--- src/rtl/ram_port_arbiter.sv ---
// Round-robin arbiter sharing one synchronous-read RAM port between two requesters.
// Each grant runs a fixed IDLE -> ISSUE -> CAPTURE -> ACK sequence.
module ram_port_arbiter #(
    parameter int DATA_WIDTH = 16,
    parameter int ADDR_WIDTH = 10
) (
    input  logic                  clk,
    input  logic                  rst_n,
    input  logic                  req0,
    input  logic                  req1,
    input  logic                  we0,
    input  logic                  we1,
    input  logic [ADDR_WIDTH-1:0] addr0,
    input  logic [ADDR_WIDTH-1:0] addr1,
    input  logic [DATA_WIDTH-1:0] wdata0,
    input  logic [DATA_WIDTH-1:0] wdata1,
    output logic                  ack0,
    output logic                  ack1,
    output logic [DATA_WIDTH-1:0] rdata0,
    output logic [DATA_WIDTH-1:0] rdata1,
    output logic [ADDR_WIDTH-1:0] ram_addr,
    output logic [DATA_WIDTH-1:0] ram_data,
    output logic                  ram_we,
    input  logic [DATA_WIDTH-1:0] ram_q,
    output logic                  busy,
    output logic                  owner
);

    typedef enum logic [1:0] {
        S_IDLE    = 2'b00,
        S_ISSUE   = 2'b01,
        S_CAPTURE = 2'b10,
        S_ACK     = 2'b11
    } state_t;

    state_t                state_r;
    state_t                state_next_s;
    logic                  grant_s;
    logic                  winner_s;
    logic                  sel_we_s;
    logic [ADDR_WIDTH-1:0] sel_addr_s;
    logic [DATA_WIDTH-1:0] sel_wdata_s;

    logic                  owner_r;
    logic                  last_grant_r;
    logic                  op_we_r;
    logic                  ram_we_r;
    logic [ADDR_WIDTH-1:0] ram_addr_r;
    logic [DATA_WIDTH-1:0] ram_data_r;
    logic                  ack0_r;
    logic                  ack1_r;
    logic [DATA_WIDTH-1:0] rdata0_r;
    logic [DATA_WIDTH-1:0] rdata1_r;
    logic                  busy_r;

    // Next-state sequencing and round-robin winner selection
    always_comb begin
        state_next_s = state_r;
        grant_s      = 1'b0;
        winner_s     = owner_r;
        case (state_r)
            S_IDLE: begin
                if (req0 || req1) begin
                    grant_s      = 1'b1;
                    state_next_s = S_ISSUE;
                    if (req0 && req1) begin
                        winner_s = ~last_grant_r;
                    end else if (req1) begin
                        winner_s = 1'b1;
                    end else begin
                        winner_s = 1'b0;
                    end
                end else begin
                    state_next_s = S_IDLE;
                end
            end
            S_ISSUE:   state_next_s = S_CAPTURE;
            S_CAPTURE: state_next_s = S_ACK;
            S_ACK:     state_next_s = S_IDLE;
            default:   state_next_s = S_IDLE;
        endcase
    end

    // Route the winning requester's command fields
    always_comb begin
        if (winner_s) begin
            sel_we_s    = we1;
            sel_addr_s  = addr1;
            sel_wdata_s = wdata1;
        end else begin
            sel_we_s    = we0;
            sel_addr_s  = addr0;
            sel_wdata_s = wdata0;
        end
    end

    // State register
    always_ff @(posedge clk or negedge rst_n) begin
        if (!rst_n) begin
            state_r <= S_IDLE;
        end else begin
            state_r <= state_next_s;
        end
    end

    // Grant bookkeeping and RAM command latch; ram_we lives only for the ISSUE cycle
    always_ff @(posedge clk or negedge rst_n) begin
        if (!rst_n) begin
            owner_r      <= 1'b0;
            last_grant_r <= 1'b1;
            op_we_r      <= 1'b0;
            ram_we_r     <= 1'b0;
            ram_addr_r   <= {ADDR_WIDTH{1'b0}};
            ram_data_r   <= {DATA_WIDTH{1'b0}};
        end else begin
            ram_we_r <= grant_s & sel_we_s;
            if (grant_s) begin
                owner_r      <= winner_s;
                last_grant_r <= winner_s;
                op_we_r      <= sel_we_s;
                ram_addr_r   <= sel_addr_s;
                ram_data_r   <= sel_wdata_s;
            end
        end
    end

    // Completion pulse, read capture and busy flag
    always_ff @(posedge clk or negedge rst_n) begin
        if (!rst_n) begin
            ack0_r   <= 1'b0;
            ack1_r   <= 1'b0;
            rdata0_r <= {DATA_WIDTH{1'b0}};
            rdata1_r <= {DATA_WIDTH{1'b0}};
            busy_r   <= 1'b0;
        end else begin
            ack0_r <= (state_r == S_CAPTURE) && (owner_r == 1'b0);
            ack1_r <= (state_r == S_CAPTURE) && (owner_r == 1'b1);
            busy_r <= (state_next_s != S_IDLE);
            if ((state_r == S_CAPTURE) && !op_we_r) begin
                if (owner_r) begin
                    rdata1_r <= ram_q;
                end else begin
                    rdata0_r <= ram_q;
                end
            end
        end
    end

    assign ack0     = ack0_r;
    assign ack1     = ack1_r;
    assign rdata0   = rdata0_r;
    assign rdata1   = rdata1_r;
    assign ram_addr = ram_addr_r;
    assign ram_data = ram_data_r;
    assign ram_we   = ram_we_r;
    assign busy     = busy_r;
    assign owner    = owner_r;

endmodule

--- config.mk ---
export PLATFORM = sky130hd
export DESIGN_NAME = ram_port_arbiter
export DESIGN_NICKNAME = d
export VERILOG_FILES = /design/src/rtl/ram_port_arbiter.sv
export SDC_FILE = /design/constraint.sdc
export NUM_CORES = 1
export LEC_CHECK = 0
export BUFFER_PORTS_ARGS = -buffer_cell sky130_fd_sc_hd__buf_2
export CORE_UTILIZATION = 35
export DETAILED_ROUTE_END_ITERATION = 7
export PLACE_DENSITY = 0.66
export SYNTH_ARGS = -nofsm -noshare
export SYNTH_HDL_FRONTEND = slang
export SYNTH_SLANG_ARGS = --single-unit
--- constraint.sdc ---
create_clock -name clk -period 4.4 [get_ports clk]
set_input_delay 0.22 -clock clk [delete_from_list [all_inputs] [get_ports clk]]
set_output_delay 0.22 -clock clk [all_outputs]
set_load 0.02 [all_outputs]
Yosys cells after proc, flatten, opt, wreduce, memory -nomap -nowiden

Cells that the tools add are included.

Equality and inequality tests: 3
Bitwise operators: 3
Muxes and demuxes: 11
Reduce and logical (&&, ||, !) cells: 10

Operators by type and width:

| kind                                                 | count |
|---|---|
| 2-to-1 mux 16 bit                                    | 1 |
| 2-to-1 mux 10 bit                                    | 1 |
| 2-to-1 mux 1 bit                                     | 8 |
| case mux 2 bit (4 select lines)                      | 1 |
| equality test 2 bit (second input constant)          | 2 |
| logical AND 1 bit                                    | 4 |
| AND reduction 2 bit                                  | 2 |
| equality test 2 x 1 -> 1 bit (second input constant) | 1 |
| logical NOT 2 bit                                    | 1 |
| inverter 1 bit                                       | 2 |
| nonzero test 2 bit                                   | 1 |
| bitwise AND 1 bit                                    | 1 |
| logical NOT 1 bit                                    | 1 |
| logical OR 1 bit                                     | 1 |

Register bits: 67
Output and inout bits: 63
Bits of input ports: 74
Word-level logic and storage cells: 39

Logic depth before layout (Yosys ltp)

Depth after elaboration: 6
Mapped depth: 7
Mapped depth without buffers: 5

Least setup slack after synthesis

Ideal clock, no wire load.

Path type: reg2reg
From: register state_r[0]
To: register rdata0_r[10], in the netlist rdata0[10]
Data required time: 4275 ps
Path buffers: 1
Stages on the path, launching flop included: 7
Setup time: 125 ps
Clock period less this slack: 1609 ps
Setup slack: 2791 ps
Data arrival time: 1484 ps
Cell sequence: dfrtp_1 > inv_1 > ha_1 > inv_2 > nor3_4 > buf_6 > mux2_2

Longest elaborated chain between the ends: 3

RTL lines:

| what                          | RTL line | source |
|---|---|---|
| from (decl)                   | 36       | `state_t state_r;` |
| from (signal assigned)        | 102      | `state_r <= state_next_s;` |
| equality test 2 bit           | 139      | `if ((state_r == S_CAPTURE) && !op_we_r) begin` |
| logical AND 1 bit             | 139      |  |
| AND reduction 2 bit (no line) | n/a      |  |
| to (signal assigned)          | 132      | `rdata0_r <= {DATA_WIDTH{1'b0}};` |
| to (signal assigned)          | 143      | `rdata0_r <= ram_q;` |
| to (decl)                     | 52       | `logic [DATA_WIDTH-1:0] rdata0_r;` |

No other way between the ends.
A chain may end at the register's enable or synchronous reset.

Final worst setup path

Same ends and word-level chain as after synthesis.

==> flow_metrics.py <==
metrics = {
    "outcome": {
        "outcome": "completed",
    },
    "critical_path": {
        "crit_required_ns": 4.62,
        "r2r_start": "state_r[0]",
        "critPathLaunchType": "register",
        "path_cells": "inv_1 -> ha_1 -> inv_2 -> nor3_4 -> mux2_2",
        "ff2ff_setup_slack_ns": 2.43,
        "ff2ff_path_depth": 5,
        "worstPathArrival_ns": 2.19,
        "cpPeakStageDelay_ns": 0.69,
        "crit_path_end_kind": "register",
        "cpMaxStageDelayCell": "nor3_4",
        "crit_fanout": 16,
        "criticalPathCategory": "register to register",
        "worstReg2RegEnd": "rdata0[10]",
    },
    "place": {
        "port_buffers": 136,
        "hpwl_mm": 4.42,
        "gp_congestion": 0.741,
    },
    "floorplan": {
        "die-area_sq_um": 8720,
        "rows": 32,
        "start_util": 0.371,
        "core_area_sq_um": 7890,
        "die_x_um": 93.4,
        "io-pin-count": 137,
        "die_h_um": 93.4,
    },
    "clock_network": {
        "cts_max_path_buffers": 2,
        "clock_latency_ns": 0.33,
        "hold_buffers": 0,
        "cts_sinks": 67,
        "htree_levels": 3,
        "cts_tree": "done",
        "cts_buffers": 9,
        "postCtsSetupRepairBufs": 0,
        "cts-resized-gates": 0,
        "ctsRootBufferMaster": "clkbuf_8",
        "clkTransAtPathRegs_ns": 0.07,
    },
    "hold_path": {
        "min_path_type": "primary input to async pin",
    },
    "logic_synthesis": {
        "synth_area_sq_um": 2920,
        "avgSynthCellArea_sq_um": 11.9,
        "syn-num-nets": 321,
        "syn_inst": 245,
        "yosysSeqAreaShare": 0.574,
        "synth_edf_count": 0,
        "synth-seq-cells": 67,
        "dominantRegCellSynth": "dfrtp_1",
        "yosysWarnings": 0,
        "async_reset_ff_frac": 1.00,
        "synth_cell_types": 25,
    },
    "detailed_routing": {
        "drt_wl_total_mm": 6.09,
        "drt_iter0_markers": 41,
        "wl_per_cell_um": 12.6,
        "antenna_left": 0,
        "vias": 2346,
        "via_per_inst": 4.87,
        "post-route-drc-count": 0,
        "first_pass_iters": 4,
    },
    "power_and_ir_drop": {
        "ir_drop_mv": 0.222,
        "power_switching_w": 0.00120,
        "pwr-share-comb": 0.431,
        "p_total_w": 0.00308,
        "leakagePower_nw": 1.81,
        "pwr-share-seq": 0.353,
        "internal_power_w": 0.00188,
        "p_clk_frac": 0.217,
        "p_per_area_nw_per_um2": 788,
        "p_sw_frac": 0.388,
    },
    "sta": {
        "fin_crit_ns": 1.97,
        "worst_slew_pin_slew_ns": 0.922,
        "relSlewSlack": 0.385,
        "tns_ns": 0,
        "hold_viol": 0,
        "clock-skew-final_ns": 0.00678,
        "rsz0062_at_grt": "false",
        "period_share": 0.447,
        "fmax_mhz": 508,
        "slew_viol_final": 0,
        "setup_viol": 0,
    },
    "global_route": {
        "grt_usage": 0.151,
        "grt-ovfl-total": 0,
        "grt_max_degree": 68,
        "grt_pass1_vias": 2200,
        "antenna_found_initial": 1,
        "grt_pass1_wl_mm": 10.0,
    },
    "cells_and_area": {
        "syn2layout_area_growth_pct": 33.7,
        "finalNetCount": 450,
        "drive_gt1_frac": 0.488,
        "fillerInstances": 786,
    },
    "flow_run": {
        "cap_violations": 0,
    },
}
final cells by class:
| class | instances | area [sq um] | share of cell area |
|---|---|---|---|
| timing repair buffer | 138 | 696 | 0.178 |
| inverter | 3 | 11.3 | 0.00288 |
| tap | 102 | 128 | 0.0326 |
| antenna | 1 | 2.50 | 0.000640 |
| multi-input combinational | 155 | 1130 | 0.289 |
| clock inverter | 6 | 138 | 0.0352 |
| clock buffer | 10 | 128 | 0.0326 |
| sequential | 67 | 1680 | 0.429 |
how the worst max path moves through the flow:
stage	start	endpoint	depth (start not counted)
after CTS	state_r[0]	rdata0[4]	5
after detailed placement	state_r[0]	rdata0[10]	5
after floorplan	state_r[0]	rdata0[10]	6
after global placement	state_r[0]	rdata0[10]	5
after global routing	state_r[1]	ram_data[0]	6
final	state_r[0]	rdata0[10]	5
critical path: cells and delay by family, from the launching register on:
| family | cells | cell delay (ns) |
|---|---|---|
| muxes | 1 | 0.42 |
| and+or+nand+nor | 1 | 0.69 |
| adders and majority gates | 1 | 0.22 |
| buffers and inverters | 2 | 0.16 |
| DFF | 1 | 0.36 |
sequential cells by signal (all words and copies together) (netlist names), 2 cells and up:
name,flops
ram_addr,10
ram_data,16
rdata0,16
rdata1,16
state_r,2
cells by family after synthesis:
| kind of cell | after synthesis | share of synthesized area |
|---|---|---|
| buf+inv | 23 | 0.0402 |
| mux | 32 | 0.123 |
| flops | 67 | 0.574 |
| simple gates | 61 | 0.137 |
| fa+ha+maj | 2 | 0.00856 |
| compound gates | 60 | 0.118 |
cells in the mapped netlist, drive strengths merged (2+ instances only):
| cell | number | area share |
|---|---|---|
| dfrtp | 66 | 0.56 |
| mux2 | 32 | 0.12 |
| o21ai | 29 | 0.050 |
| nor2 | 28 | 0.036 |
| a31oi | 27 | 0.058 |
| or3b | 27 | 0.081 |
| buf | 11 | 0.024 |
| clkbuf | 9 | 0.013 |
| inv | 3 | 0.0039 |
| ha | 2 | 0.0086 |
| o22a | 2 | 0.0060 |
cells in the final DEF, fill, tap and decap left out, drive strengths merged:
master  synthesis  routed
a31oi          27      27
o22a            2       2
mux2           32      32
clkbuf          9      10
ha              2       2
or3b           27      27
o21ai          29      29
clkinv          0       2
nor2           28      28
o21a            1       1
nand2           1       1
dfrtp          66      66
and2            1       1
nor3            1       1
diode           0       1
buf            11     138
nor2b           1       1
inv             3       3
bufinv          0       4
nand3b          1       1
or2             1       1
dfstp           1       1
a21oi           1       1
metrics by stage:
step	setup slack, ns	utilization	std cells	instance area, sq um	hold WS (ns)
floorplan	2.79	-	245	2920	-0.0756
global placement	2.53	0.462	465	3640	0.452
detailed placement	2.44	0.462	465	3640	0.456
CTS	2.42	0.495	481	3910	0.0882
global route	2.29	0.495	481	3910	0.105
finish	2.43	0.496	482	3910	0.0544
metal layers:
layer  track usage  share of wire  vias up
li1              -              -     1139
met1         0.184           0.44     1093
met2         0.240           0.44      101
met3        0.0463          0.089       13
met4        0.0782          0.025        0
met5             0              0        -
power by group through the flow:
stage	Clock, W	Sequential (W)	Combinational (W)
CTS	0.000685	0.00109	0.00135
detailed placement	0	0.00110	0.00136
global route	0.000710	0.00113	0.00146
global placement	0	0.00110	0.00132
floorplan	0	0.00146	0.000566
finish	0.000668	0.00109	0.00133
(Power assumes the default switching activity.)
